[config.mk]
export PLATFORM = sky130hd
export DESIGN_NAME = regfile_wb_arbiter
export DESIGN_NICKNAME = d
export VERILOG_FILES = /design/src/rtl/regfile_wb_arbiter.sv
export SDC_FILE = /design/constraint.sdc
export NUM_CORES = 1
export LEC_CHECK = 0
export CAP_MARGIN = 20
export CORE_AREA = 2 2 117 119
export CTS_CLUSTER_DIAMETER = 30
export DETAILED_ROUTE_END_ITERATION = 16
export DIE_AREA = 0 0 119 121
export GPL_ROUTABILITY_DRIVEN = 0
export HOLD_SLACK_MARGIN = 0.06
export PLACE_DENSITY = 0.81
export SLEW_MARGIN = 20
export SYNTH_ARGS = -nofsm -noshare
export SYNTH_HDL_FRONTEND = slang
export SYNTH_SLANG_ARGS = --single-unit
[constraint.sdc]
create_clock -name clk -period 2.4 [get_ports clk]
set_input_delay 0.36 -clock clk [delete_from_list [all_inputs] [get_ports clk]]
set_output_delay 0.36 -clock clk [all_outputs]
set_load 0.02 [all_outputs]
[src/rtl/regfile_wb_arbiter.sv]
// rtl/regfile_wb_arbiter.sv - round-robin write-back arbiter with busy scoreboard for the integer register file
module regfile_wb_arbiter #(
    parameter int XLEN = 32,
    parameter int NREQ = 3
) (
    input  logic                   clk,
    input  logic                   rst_n,
    input  logic [NREQ-1:0]        req_valid,
    input  logic [NREQ*5-1:0]      req_rd,
    input  logic [NREQ*XLEN-1:0]   req_data,
    output logic [NREQ-1:0]        req_ready,
    input  logic                   sb_set,
    input  logic [4:0]             sb_rd,
    input  logic [4:0]             rs1,
    input  logic [4:0]             rs2,
    input  logic [4:0]             rd_q,
    output logic                   hazard_rs1,
    output logic                   hazard_rs2,
    output logic                   hazard_rd,
    output logic                   rf_we,
    output logic [4:0]             rf_rd,
    output logic [XLEN-1:0]        rf_wdata
);

    localparam int PW = (NREQ > 1) ? $clog2(NREQ) : 1;

    logic [PW-1:0]   ptr;
    logic [PW-1:0]   grant_idx;
    logic [PW:0]     pos;
    logic [NREQ-1:0] grant;
    logic            found;
    logic [4:0]      sel_rd;
    logic [XLEN-1:0] sel_data;
    logic [31:0]     busy;
    logic [31:0]     busy_next;

    // Walk the requesters starting at ptr; the first valid one wins.
    // Grants are masked while reset is held so nothing handshakes then.
    always_comb begin
        grant     = '0;
        grant_idx = '0;
        found     = 1'b0;
        sel_rd    = '0;
        sel_data  = '0;
        pos       = '0;
        if (rst_n) begin
            for (int k = 0; k < NREQ; k++) begin
                pos = {1'b0, ptr} + (PW+1)'(k);
                if (pos >= (PW+1)'(NREQ))
                    pos = pos - (PW+1)'(NREQ);
                for (int i = 0; i < NREQ; i++) begin
                    if (!found && req_valid[i] && (pos[PW-1:0] == PW'(i))) begin
                        found       = 1'b1;
                        grant[i]    = 1'b1;
                        grant_idx   = PW'(i);
                        sel_rd      = req_rd[5*i +: 5];
                        sel_data    = req_data[XLEN*i +: XLEN];
                    end
                end
            end
        end
    end

    assign req_ready = grant;

    // Set beats clear on the same index; x0 can never become busy.
    always_comb begin
        busy_next = busy;
        if (rf_we)
            busy_next[rf_rd] = 1'b0;
        if (sb_set && (sb_rd != 5'd0))
            busy_next[sb_rd] = 1'b1;
        busy_next[0] = 1'b0;
    end

    always_ff @(posedge clk or negedge rst_n) begin
        if (!rst_n) begin
            ptr      <= '0;
            busy     <= '0;
            rf_we    <= 1'b0;
            rf_rd    <= '0;
            rf_wdata <= '0;
        end else begin
            busy  <= busy_next;
            rf_we <= found && (sel_rd != 5'd0);
            if (found) begin
                ptr      <= (grant_idx == PW'(NREQ-1)) ? '0 : grant_idx + PW'(1);
                rf_rd    <= sel_rd;
                rf_wdata <= sel_data;
            end
        end
    end

    assign hazard_rs1 = busy[rs1];
    assign hazard_rs2 = busy[rs2];
    assign hazard_rd  = busy[rd_q];

endmodule

==> results of run 1 <==
-- per-stage QoR --
stage / hold slack [ns] / power (mW)
6_report: 0.393 / 11.3
3_3_place_gp: 0.213 / 8.23
3_5_place_dp: 0.214 / 8.38
5_1_grt: 0.414 / 11.8
4_1_cts: 0.397 / 9.86
2_1_floorplan: 0.0644 / 6.02
-- cell type report --
cell class,instances,area [um2]
Clock inverter,6,62.6
Tap cell,176,220
Inverter,5,18.8
Fill cell,922,3440
Timing Repair Buffer,283,2890
Clock buffer,9,225
Multi-Input combinational cell,616,4450
Sequential cell,71,1780
-- worst max-delay path, stage by stage, from the launching register on --
cell	delay, ns
dfrtp_1	0.46
mux4_2	0.51
mux4_2	0.47
mux2_2	0.28
buf_6	0.13
-- cell usage after synthesis, types with 2 or more instances --
cell type	number
clkbuf_1	22
nand3b_1	10
nor2_1	13
a21boi_4	2
nand3_1	6
o211ai_1	32
o21bai_1	2
a211oi_1	32
and3_1	2
nand2b_1	6
dfrtp_1	71
a221oi_1	2
nor3_1	69
a311o_1	32
nand2_1	151
buf_2	43
ha_1	2
a221o_1	3
a31oi_1	5
and2_1	5
mux4_2	27
or3b_2	4
inv_1	5
buf_4	8
nor4_2	2
or3_1	5
a21o_1	4
buf_6	2
o22ai_1	67
o21ai_1	33
buf_1	2
nor4_1	3
and2b_1	3
a22oi_1	2
buf_8	2
o21ai_0	65
mux2_2	7
-- power groups by stage --
stage | clock (mW) | combinational [mW] | sequential [mW]
6_report | 1.36 | 7.67 | 2.25
5_1_grt | 1.40 | 8.12 | 2.27
4_1_cts | 1.35 | 6.31 | 2.20
3_5_place_dp | 0 | 6.18 | 2.20
3_3_place_gp | 0 | 6.04 | 2.19
2_1_floorplan | 0 | 3.73 | 2.29
-- sequential cells by signal, indices dropped and copies added, names as in the netlist --
name      count
busy         31
ptr           2
rf_rd         5
rf_wdata     32
rf_we         1
-- kinds of logic after synthesis --
family / after synthesis / synth area share (%)
compound gates: 295 / 32.1
simple gates: 285 / 21.3
buf+inv: 85 / 7.23
flops: 71 / 28.1
mux: 34 / 10.9
fa+ha+maj: 2 / 0.396
-- cells in the final DEF (no fill, tap or decap), types with 5 or more instances in the layout --
cell type / count
or3_1: 5
clkbuf_16: 14
clkdlybuf4s50_1: 167
nand3_1: 6
nand2b_1: 6
dfrtp_1: 67
nor3_1: 65
mux4_2: 27
a211oi_2: 31
mux2_2: 6
nand2_1: 150
a311o_1: 32
buf_6: 19
a31oi_1: 5
nor2_1: 11
buf_4: 67
o22ai_1: 64
o211ai_1: 32
o21ai_0: 65
o21ai_1: 33
buf_12: 14
nand3b_1: 10
-- routing by layer --
layer  share of wire (%)  GRT usage (%)  vias up
met5                   0              0        -
met4                 4.1           12.1        0
met3                  12           6.16      139
met2                  46           52.1      700
met1                  38           44.7     3695
li1                    -              -     3461
-- worst min path at each step --
stage | from | endpoint | slack, ns | cells past startpoint
detailed placement | rst_n | ptr[1] | 0.21 | 1
floorplan | rst_n | busy[10] | 0.06 | 0
CTS | rst_n | ptr[1] | 0.40 | 2
finish | rst_n | ptr[1] | 0.39 | 2
global placement | rst_n | ptr[1] | 0.21 | 1
global route | rst_n | ptr[1] | 0.41 | 2
-- what timing repair did --
item                                   4_1_cts  5_1_grt
setup buffers                                1       13
setup endpoints to repair                   40       37
resized for setup                           49       71
cloned                                       1        7
hold buffers                                 1        0
endpoints found under the hold margin        5        0
pin swaps                                    3       64
==> out/qor.csv, run 1 <==
metric;value;unit
status;finished with violations;
failing checks;negative setup slack;
area delta synth->final;52.6;%
routed vias;7995;
data required time of the worst path;2.04;ns
vias per cell;6.86;
CP endpoint kind;primary output;
RR Startpoint;ptr[0];
critical path startpoint;busy[8];
number of global-route vias before repair;7193;
number of synthesized flops with an enable pin;0;
Hold Vio Cnt, Final;0;
num rows;42;
die width;119;um
share of power burned in registers;19.9;%
Port-buffer cells;180;
Crit Path Max Fanout;4;
DRT iter0 DRCs;1174;
ys flop type;dfrtp_1;
routed len/inst;22.1;um
sw frac;43.6;%
Tcrit/Tclk final;107;%
Inserted Clock Buffers;9;
Setup CP Type;reg2out;
min-delay worst type;in2async;
Mean Syn Cell Area;8.19;um2
Placed Cells;1128;
final core utilization;73.7;%
Setup Skew;0.00628;ns
Final Cell Area;0.00965;mm2
H-tree depth;3;
P_leak;3.64;nW
slew at the pin with the worst max-slew slack;0.739;ns
RSZ-0062 raised after global routing;true;
maximum VDD drop;0.685;mV
Yosys top cell area share;28.1;%
die height;121;um
initial antenna violation count;0;
total length of routed wires;25700;um
Initial Utilization;48.3;%
TritonCTS Sinks;71;
worst setup path endpoint;hazard_rs2;
Net Sw Power;4.91;mW
Clock Path Buffers;2;
TritonRoute pass-1 iters;8;
Crit Reg-Reg Endpoint;rf_we;
GR Util All Layers;32.8;%
cell internal pwr;6.36;mW
DRT antenna net count;0;
Max Fclk;0.389;GHz
Ports;181;
Skew-Pair Late Insertion Delay;0.36;ns
synthesized net count;911;
critical path startpoint category;flop;
Residual DRC;0;
r2r setup slk;-0.08;ns
Synth Cell Area;0.00632;mm2
Critical Path AT;2.21;ns
post-placement cell area;0.00873;mm2
share of cells above drive strength 1;23.1;%
fin crit period;2.57;ns
fin. max-slew vios;0;
clock slew at reported path FFs;0.06;ns
maxcap violations;0;
setup TNS;-0.751;ns
Ys Warns;0;
Die Area;0.0144;mm2
diode count;0;
Final Non-Filler Cells;1166;
combinational share of power;68.0;%
first-pass GRT wire length;37800;um
Seq/Total Area, Yosys;28.1;%
slew margin rel.;50.7;%
Async SR Flop Fraction;100;%
CTS Root Cell;clkbuf_16;
synthesized flop and latch total;71;
Clock power frac;12.1;%
final setup margin;-0.170;ns
reg2reg path depth;11;
pwr dens;1170;mW/mm2
synth top area cells;dfrtp_1 28%, mux4_2 9.6%, nand2_1 9.0%;
gr ovfl total;0;
Post-Synthesis Cells;772;
largest net degree at the start of global routing;59;
post-detail-place hpwl;16200;um
Yosys cell types;58;
Synth area leader;dfrtp_1;
Setup-failing EPs final;9;
core area;0.0131;mm2
# nets final;1125;
pre-CTS setup slack;-0.762;ns
CTS tree;yes;
Power figures use the tool's default switching activity.
==> run 2: changes to the inputs <==
--- a/config.mk
+++ b/config.mk
@@ -13,7 +13,7 @@
 export GPL_ROUTABILITY_DRIVEN = 0
 export HOLD_SLACK_MARGIN = 0.06
 export PLACE_DENSITY = 0.81
-export SLEW_MARGIN = 20
+export SLEW_MARGIN = 25
 export SYNTH_ARGS = -nofsm -noshare
 export SYNTH_HDL_FRONTEND = slang
 export SYNTH_SLANG_ARGS = --single-unit
==> constraint.sdc (replaced) <==
create_clock -name clk -period 2.83 [get_ports clk]
set_input_delay 0.4245 -clock clk [delete_from_list [all_inputs] [get_ports clk]]
set_output_delay 0.4245 -clock clk [all_outputs]
set_load 0.02 [all_outputs]
==> out/qor.csv, run 2 (synthesized netlist as in run 1, its figures left out) <==
metric;value;unit;change
status;finished, final reports clean;;
Power Total;8.21;mW;-27%
CP endpoint kind;primary output;;
Setup CP Type;reg2out;;
clock slew at reported path FFs;0.06;ns;about the same
Max Fclk;0.367;GHz;
max reg flops;32;;unchanged
final setup margin;0.108;ns;+0.277 ns
GR peak layer;met2;;
Final Non-Filler Cells;1114;;-4.5%
postcts setup bufs;0;;-1
Crit Path Max Fanout;11;;+7
P_leak;3.25;nW;-11%
data required time of the worst path;2.41;ns;+0.37 ns
Ports;181;;unchanged
DRT iter0 DRCs;1070;;-8.9%
CTS Root Cell;clkbuf_16;;
Port-buffer cells;180;;unchanged
routed vias;7350;;-8.1%
gr ovfl total;0;;unchanged
slew at the pin with the worst max-slew slack;0.621;ns;-0.118 ns
area delta synth->final;38.7;%;
Setup-failing EPs final;0;;-9
GR Util All Layers;31.0;%;-1.7 points
fin. max-slew vios;0;;unchanged
Placed Cells;1095;;-2.9%
cts hold-fix bufs;0;;-1
core area;0.0131;mm2;unchanged
min-delay worst type;in2async;;
pwr dens;936;mW/mm2;-20%
number of global-route vias before repair;6915;;-3.9%
critical path startpoint category;flop;;
H-tree depth;3;;unchanged
Clock Path Buffers;2;;unchanged
vias per cell;6.60;;-3.8%
commonest non-fill, non-tap cells in the layout;167 x clkdlybuf4s50_1, 150 x nand2_1, 71 x dfrtp_1, 69 x nor3_1, 67 x o22ai_1;;
pre-CTS setup slack;-0.488;ns;+0.275 ns
largest net degree at the start of global routing;67;;+14%
first-pass GRT wire length;35700;um;-5.6%
Critical Path AT;2.30;ns;+0.09 ns
slew margin rel.;58.6;%;+7.9 points
met3 usage;7.66;%;+1.5 points
die width;119;um;unchanged
diode count;0;;unchanged
Inserted Clock Buffers;9;;unchanged
Hold Vio Cnt, Final;0;;unchanged
Setup Skew;0.00445;ns;-0.00182 ns
TritonCTS Sinks;71;;unchanged
Skew-Pair Late Insertion Delay;0.35;ns;about the same
final core utilization;67.0;%;-6.7 points
M2 GR Usage;46.3;%;-5.8 points
maximum VDD drop;0.794;mV;+16%
fin crit period;2.72;ns;
most common cell after layout, fill and taps aside;clkdlybuf4s50_1;;
post-detail-place hpwl;15400;um;-5.2%
routed len/inst;20.0;um;-9.3%
num rows;42;;unchanged
share of cells above drive strength 1;13.2;%;-9.9 points
RSZ-0062 raised after global routing;true;;
Initial Utilization;48.3;%;unchanged
die height;121;um;unchanged
M1 GR Usage;42.9;%;-1.7 points
DRT antenna net count;0;;unchanged
reg2reg path depth;10;;-1
fillers;1048;;+14%
initial antenna violation count;0;;unchanged
TritonRoute pass-1 iters;6;;-2
Biggest register;rf_wdata;;
# nets final;1072;;-4.7%
total length of routed wires;22300;um;-13%
Tcrit/Tclk final;96.2;%;
maxcap violations;0;;unchanged
CTS tree;yes;;
Residual DRC;0;;unchanged
Die Area;0.0144;mm2;unchanged
largest registers in the final layout;rf_wdata (32), busy (31), rf_rd (5);;
## run 2: cell types whose count changed in the layout (fill, tap and decap cells not counted), moves of 4 or more
| cell | previous run | this run |
|---|---|---|
| a211oi_1 | 0 | 32 |
| a211oi_2 | 31 | 0 |
| buf_12 | 14 | 8 |
| buf_4 | 67 | 38 |
| buf_6 | 19 | 3 |
| clkbuf_16 | 14 | 9 |
| dfrtp_1 | 67 | 71 |
| dfrtp_2 | 4 | 0 |
| nor3_1 | 65 | 69 |
| nor3_2 | 4 | 0 |
## run 2: layout make-up
cell class | instances | area [um2] | share of cell area (%)
clock inverters | 6 | 91.3 | 1.04
repair buffers | 230 | 2280 | 26.0
well taps | 176 | 220 | 2.51
inverters | 5 | 18.8 | 0.214
flip-flops and latches | 71 | 1780 | 20.3
multi-input cells | 616 | 4150 | 47.3
clock buffers | 10 | 239 | 2.73
## run 2: repair_timing
item | in CTS | in global routing
setup endpoints to repair | 6 | 4
pin swaps | 1 | 1
gates resized for setup | 25 | 6
gates cloned | 2 | 0
## run 2: power breakdown
group          switching (mW)  internal [mW]
Sequential              0.463           1.43
Combinational            2.66           2.37
Clock                   0.483          0.802
Total                    3.60           4.61
## run 2: routing by layer
metal  up-vias  part of all wire [%]
met5         -                     0
met4         0                   4.0
met3        71                    11
met2       532                    44
met1      3427                    41
li1       3320                     -
## run 2: stage by stage
step / hold WS, ns / area (um2) / setup TNS (ns)
3_5_place_dp: 0.476 / 8410 / -1.40
2_1_floorplan: 0.129 / 6320 / 0
3_3_place_gp: 0.466 / 8410 / -1.28
4_1_cts: 0.147 / 8730 / 0
5_1_grt: 0.170 / 8770 / 0
6_report: 0.138 / 8770 / 0
## run 2: final timing paths
path,start,slack (ns),to
setup reg to reg,ptr[0],0.12,rf_we
hold reg to reg,rf_wdata[20],0.48,rf_wdata[20]
min in group clk,rst_n,0.48,ptr[1]
hold / removal,rst_n,0.14,ptr[1]
max in group asynchronous,rst_n,2.16,rf_wdata[11]
setup / recovery,ptr[0],0.11,req_ready[0]
## run 2: worst max-delay path: stages (launching register included)
cell and delay [ns]:
dfrtp_1 0.38, inv_1 0.06, ha_1 0.36, buf_4 0.22, nor4b_4 0.28, and2b_1 0.20, nor3_1 0.06, nor2_1 0.19
buf_2 0.21
